File: src/rtl/axis_uart_tx_arbiter.sv
// Round-robin, packet-locked arbiter that shares one AXI-Stream byte
// transmitter between N_SRC producers. Each packet can optionally be
// preceded by a header byte carrying the source ID, with the MSB as a marker.
module axis_uart_tx_arbiter #(
  parameter int N_SRC      = 4,
  parameter int DATA_WIDTH = 8,
  parameter int HEADER_EN  = 1,
  parameter int ID_WIDTH   = $clog2(N_SRC)
) (
  input  logic                        clk_i,
  input  logic                        arstn_i,
  input  logic [N_SRC*DATA_WIDTH-1:0] s_axis_tdata_i,
  input  logic [N_SRC-1:0]            s_axis_tvalid_i,
  input  logic [N_SRC-1:0]            s_axis_tlast_i,
  output logic [N_SRC-1:0]            s_axis_tready_o,
  output logic [DATA_WIDTH-1:0]       m_axis_tdata_o,
  output logic                        m_axis_tvalid_o,
  input  logic                        m_axis_tready_i,
  output logic [N_SRC-1:0]            grant_o,
  output logic                        busy_o
);

  typedef enum logic [1:0] {IDLE, HDR, DATA} state_t;

  state_t                state;
  logic [N_SRC-1:0]      grant;
  logic [ID_WIDTH-1:0]   gidx;
  logic [ID_WIDTH-1:0]   last;

  logic                  win_found;
  logic [ID_WIDTH-1:0]   win_idx;
  logic [ID_WIDTH-1:0]   cand;
  logic [DATA_WIDTH-1:0] sel_data;
  logic                  sel_valid;
  logic                  sel_last;
  logic [DATA_WIDTH-1:0] hdr_byte;

  // Round-robin search: first requester after the most recent owner wins.
  always_comb begin
    win_found = 1'b0;
    win_idx   = '0;
    cand      = '0;
    for (int i = 1; i <= N_SRC; i++) begin
      cand = ID_WIDTH'((int'(last) + i) % N_SRC);
      if (!win_found && s_axis_tvalid_i[cand]) begin
        win_found = 1'b1;
        win_idx   = cand;
      end
    end
  end

  // Pass-through selection of the granted source using the one-hot grant.
  always_comb begin
    sel_data  = '0;
    sel_valid = 1'b0;
    sel_last  = 1'b0;
    for (int k = 0; k < N_SRC; k++) begin
      if (grant[k]) begin
        sel_data  = s_axis_tdata_i[k*DATA_WIDTH +: DATA_WIDTH];
        sel_valid = s_axis_tvalid_i[k];
        sel_last  = s_axis_tlast_i[k];
      end
    end
  end

  // Header byte: owner index in the low bits, MSB flags it as a header.
  always_comb begin
    hdr_byte                 = '0;
    hdr_byte[ID_WIDTH-1:0]   = gidx;
    hdr_byte[DATA_WIDTH-1]   = 1'b1;
  end

  // Output decode from the registered state; DATA is a straight pass-through.
  always_comb begin
    m_axis_tvalid_o = 1'b0;
    m_axis_tdata_o  = '0;
    s_axis_tready_o = '0;
    case (state)
      HDR: begin
        m_axis_tvalid_o = 1'b1;
        m_axis_tdata_o  = hdr_byte;
      end
      DATA: begin
        m_axis_tvalid_o = sel_valid;
        m_axis_tdata_o  = sel_data;
        s_axis_tready_o = grant & {N_SRC{m_axis_tready_i}};
      end
      default: ;
    endcase
  end

  // Arbitration FSM: one IDLE cycle per grant, lock until the tlast beat.
  always_ff @(posedge clk_i or negedge arstn_i) begin
    if (!arstn_i) begin
      state <= IDLE;
      grant <= '0;
      gidx  <= '0;
      last  <= ID_WIDTH'(N_SRC - 1);
    end else begin
      case (state)
        IDLE: begin
          if (win_found) begin
            grant <= N_SRC'(1) << win_idx;
            gidx  <= win_idx;
            state <= (HEADER_EN != 0) ? HDR : DATA;
          end
        end
        HDR: begin
          if (m_axis_tready_i) state <= DATA;
        end
        DATA: begin
          if (sel_valid && m_axis_tready_i && sel_last) begin
            last  <= gidx;
            grant <= '0;
            state <= IDLE;
          end
        end
        default: state <= IDLE;
      endcase
    end
  end

  assign grant_o = grant;
  assign busy_o  = (state != IDLE);

endmodule

File: config.mk
export PLATFORM = sky130hd
export DESIGN_NAME = axis_uart_tx_arbiter
export DESIGN_NICKNAME = d
export VERILOG_FILES = /design/src/rtl/axis_uart_tx_arbiter.sv
export SDC_FILE = /design/constraint.sdc
export NUM_CORES = 1
export LEC_CHECK = 0
export CORE_MARGIN = 4
export CORE_UTILIZATION = 42
export DETAILED_ROUTE_END_ITERATION = 12
export GPL_TIMING_DRIVEN = 0
export PLACE_DENSITY = 0.87
export SKIP_LAST_GASP = 1
export SLEW_MARGIN = 20
export SYNTH_ARGS = -nofsm -noshare
export SYNTH_HDL_FRONTEND = slang
export SYNTH_SLANG_ARGS = --single-unit
File: constraint.sdc
create_clock -name clk_i -period 4.32 [get_ports clk_i]
set_input_delay 0.648 -clock clk_i [delete_from_list [all_inputs] [get_ports clk_i]]
set_output_delay 0.648 -clock clk_i [all_outputs]
set_load 0.02 [all_outputs]
Yosys cells after proc, flatten, opt, wreduce, memory -nomap -nowiden
Cells that the tools add are included.
{"block": "word_totals", "regBits": 10, "input_bits": 43, "out_inout_bits": 18, "word_cells": 72}
{"block": "classes", "addsub": 4, "n_lt_le_gt_ge": 4, "eq_ne": 5, "shift": 1, "muxes": 38, "bitwise": 1, "n_reduce_logical": 15}
{"operator": "two-way mux 8 bit", "count": 4}
{"operator": "two-way mux 1 bit", "count": 16}
{"operator": "case mux 8 bit (2 select lines)", "count": 1}
{"operator": "two-way mux 2 bit", "count": 7}
{"operator": "< comparator 2 x 3 -> 1 bit (second input constant)", "count": 4}
{"operator": "two-way mux 4 bit", "count": 3}
{"operator": "binary-select mux 1 bit (select 2 bit)", "count": 4}
{"operator": "case mux 4 bit (2 select lines)", "count": 1}
{"operator": "inequality test 2 bit (second input constant)", "count": 3}
{"operator": "case mux 2 bit (3 select lines)", "count": 1}
{"operator": "AND reduction 3 bit", "count": 2}
{"operator": "logical AND 1 bit", "count": 5}
{"operator": "adder 2 x 1 -> 2 bit (second input constant)", "count": 2}
{"operator": "adder 2 bit (second input constant)", "count": 2}
{"operator": "AND 4 bit", "count": 1}
{"operator": "AND reduction 2 bit", "count": 2}
{"operator": "nonzero test 2 bit", "count": 2}
{"operator": "left shift 1 x 2 -> 4 bit (first input constant)", "count": 1}
{"operator": "zero test 1 bit", "count": 3}
{"operator": "equality test 2 x 1 -> 1 bit (second input constant)", "count": 1}
{"operator": "equality test 2 bit (second input constant)", "count": 1}
{"operator": "zero test 2 bit", "count": 1}
{"operator": "case mux 1 bit (2 select lines)", "count": 1}

Longest topological paths before layout
{"block": "depth", "ltp_word": 16, "ltp_mapped": 6, "depth_no_buf": 6}

Worst setup path after synthesis
Ideal clock, no wire load.
{"block": "synth_timing", "path_type": "register to output", "from": "register grant[0] (netlist: grant_o[0])", "to": "output port m_axis_tdata_o[0]", "arrival_time_ps": 1582, "required_ps": 3672, "setup_slack_ps": 2090, "path_stages_with_launch": 6, "path_buffers": 1, "cell_sequence": "dfrtp_1 -> nor2b_1 -> clkbuf_1 -> a221o_1 -> o21ai_0 -> o21ai_0"}
{"block": "synth_between", "elab_chain_cells": 5}
{"item": "start: declaration", "line_no": "26", "source": "logic [N_SRC-1:0] grant;"}
{"item": "start signal: assignment", "line_no": "103", "source": "grant <= N_SRC'(1) << win_idx;"}
{"item": "two-way mux 8 bit (4 in a row)", "line_no": "58", "source": "if (grant[k]) begin"}
{"item": "case mux 8 bit (2 select lines)", "line_no": "78", "source": "case (state)"}
{"item": "end: declaration", "line_no": "16", "source": "output logic [DATA_WIDTH-1:0] m_axis_tdata_o,"}
Every way passes these cells.

Worst setup path in the final report
{"block": "layout_timing", "from": "input port s_axis_tvalid_i[1]", "to": "output port m_axis_tvalid_o"}
{"block": "layout_between", "elab_chain_cells": 4}
{"item": "start: declaration", "line_no": "13", "source": "input logic [N_SRC-1:0] s_axis_tvalid_i,"}
{"item": "two-way mux 1 bit (3 in a row)", "line_no": "58"}
{"item": "case mux 1 bit (2 select lines)", "line_no": "78"}
{"item": "end: declaration", "line_no": "17", "source": "output logic m_axis_tvalid_o,"}
Every way passes these cells.

==> results.py <==
metrics = {
    "worst_hold_path": {
        "hp-class": "flop to flop",
    },
    "clock_network": {
        "clockBufferDepth": 2,
        "clk_latency_ns": 0.27,
        "cts.clk_slew.worst_paths_ns": 0.07,
        "cts-root-buf": "clkbuf_4",
        "cts_sinks": 10,
        "cts_buffers": 3,
        "hold_buffers": 0,
        "cts_tree": "done",
        "post_cts_resize_count": 0,
        "htreeDepth": 1,
        "post_cts_buffers": 0,
    },
    "timing": {
        "finalHoldViolCount": 0,
        "setup_tns_ns": 0,
        "slew_headroom_pct": 50.6,
        "rsz0062_at_grt": "false",
        "setup_slack_ns": 0.950,
        "max_freq_ghz": 0.297,
        "skew_ns": 0.0170,
        "setup_viol": 0,
        "slew_viol_final": 0,
        "hold_slack_ns": 0.583,
        "fin_crit_sh_pct": 78.0,
        "tightest_slew_ns": 0.731,
        "fin_crit_ns": 3.37,
    },
    "global_routing": {
        "overflow": 0,
        "grt_pass1_wl_um": 6490,
        "grt_max_degree": 11,
        "grt_pass1_vias": 1451,
        "antenna_found_initial": 0,
        "track_usage_pct": 24.2,
    },
    "finish": {
        "drive_gt1_share_pct": 3.32,
        "diodes": 0,
        "nets": 259,
        "area_growth_pct": 60.8,
        "nFillCells": 196,
    },
    "routing": {
        "routed_via_density": 6.04,
        "drc_errors": 0,
        "wl_per_cell_um": 17.5,
        "vias": 1456,
        "ant_nets": 0,
        "drtIter0Drc": 106,
        "wl_um": 4220,
        "firstDrtPassIters": 4,
    },
    "setup_path": {
        "cp-end-kind": "output port",
        "arrival_ns": 2.72,
        "cp-start-kind": "input port",
        "cp_data_required_time_ns": 3.67,
        "crit_fanout": 8,
        "path_class": "input port to output port",
    },
    "power_and_ir_drop": {
        "irDropWorstVdd_mv": 0.345,
        "leakage_nw": 0.680,
        "finalPower_w": 0.000937,
        "powerDensity_nw_per_um2": 534,
    },
    "synthesis": {
        "ys.flop_type": "dfrtp_1",
        "synth.avg_cell_area_um2": 7.43,
        "synth_edf_count": 0,
        "synth_largest_area_cell": "dfrtp_1",
        "synth_cell_types": 38,
        "ys_seq_elements": 10,
        "synthTopCellsByArea": "dfrtp_1 (18%), a221o_1 (8.2%), nand2_1 (6.9%)",
        "synth.yosys.seq_area_share_pct": 23.1,
        "syn_nets": 194,
        "ys_async_sr_fraction_pct": 100,
        "synth.most_common_cell": "nand2_1",
        "ys.warnings.count": 0,
        "synth_top_area_share_pct": 18.3,
        "netlist_area_um2": 1090,
        "synth_cells": 147,
        "synth_common_cells": "nand2_1 (20), o21ai_0 (13), a221o_1 (9), inv_1 (9), o211ai_1 (9)",
    },
    "die": {
        "ios": 61,
        "core-area_um2": 2480,
        "rows": 18,
        "initial_core_util_pct": 44.1,
        "die_area_um2": 3480,
        "die_w_um": 59.0,
        "die_h_um": 59.0,
    },
    "outcome": {
        "status": "finished clean",
    },
    "place": {
        "portBuffers": 60,
        "pre_cts_ws_ns": 0.987,
        "hpwl_um": 3410,
        "gp_congestion": 0.908,
    },
    "run": {
        "drv_cap": 0,
    },
}
==> cell type report <==
type | instances | area [um2] | area share (%)
Multi-Input combinational cell | 121 | 779 | 44.4
Timing Repair Buffer | 60 | 601 | 34.2
Sequential cell | 10 | 253 | 14.4
Inverter | 10 | 37.5 | 2.14
Tap cell | 30 | 37.5 | 2.14
Clock buffer | 4 | 26.3 | 1.50
Buffer | 6 | 22.5 | 1.28
==> cell usage in the layout (no fill, tap or decap), types with 2 or more instances in the layout <==
master / n
nor4_1: 2
nand2_1: 20
a21oi_1: 8
clkdlybuf4s50_1: 60
nand3_1: 5
a221o_1: 9
o21a_1: 3
dfstp_2: 2
inv_1: 9
and3_1: 3
o221ai_1: 4
nand2b_1: 4
a31oi_1: 3
o31ai_1: 2
clkbuf_1: 7
nor2b_1: 2
nor2_1: 8
a21o_1: 2
nand4_1: 2
o21ai_0: 13
dfrtp_1: 8
mux2i_1: 3
clkbuf_4: 3
o211ai_1: 9
and3b_1: 2
ha_1: 4
==> worst max-delay path, cell delays in order <==
cell and delay [ns]:
clkdlybuf4s50_1 0.59, a21oi_1 0.13, a221o_1 0.46, a21o_2 0.23
nand2_1 0.06, clkdlybuf4s50_1 0.60
==> through the flow <==
step / utilization (%) / std cells / cell area (um2)
after floorplan: - / 147 / 1090
after global placement: 69.8 / 237 / 1730
after detailed placement: 69.8 / 237 / 1730
after CTS: 70.9 / 241 / 1760
after global routing: 70.9 / 241 / 1760
final: 70.9 / 241 / 1760
==> state kept, by name, indices dropped and copies added, names as in the netlist <==
signal   flops
last         2
gidx         2
grant_o      4
state        2
==> logic make-up (layout without fill, tap and decap cells) <==
| logic type | count (synthesis) | in the layout | share of synthesized area (%) |
|---|---|---|---|
| simple gates | 54 | 54 | 24.5 |
| buf+inv | 16 | 80 | 5.50 |
| flops | 10 | 10 | 23.1 |
| mux | 3 | 3 | 2.75 |
| compound gates | 60 | 60 | 39.5 |
| fa+ha+maj | 4 | 4 | 4.58 |
==> power by group <==
group / switching (W) / total (W) / internal, W
Clock: 0.0000326 / 0.0000682 / 0.0000356
Combinational: 0.000392 / 0.000693 / 0.000300
Sequential: 0.0000483 / 0.000177 / 0.000128
==> final timing paths <==
kind	start	to	slack, ns	cells after the start
hold reg to reg	gidx[0]	gidx[0]	0.58	2
setup reg to reg	state[0]	last[0]	2.48	6
setup / recovery	s_axis_tvalid_i[1]	m_axis_tvalid_o	0.95	6
hold / removal	gidx[0]	gidx[0]	0.58	2
max in group asynchronous	arstn_i	last[1]	3.26	1
min in group asynchronous	arstn_i	gidx[0]	0.69	1
==> metal layers <==
| layer | vias up | global-route usage [%] | routed length (um) |
|---|---|---|---|
| met2 | 91 | 39.9 | 1930 |
| met5 | - | 0 | 0 |
| met3 | 16 | 5.66 | 481 |
| met1 | 655 | 29.8 | 1680 |
| li1 | 694 | - | - |
| met4 | 0 | 10.7 | 128 |
No activity file was read; power rests on OpenSTA's default activity.
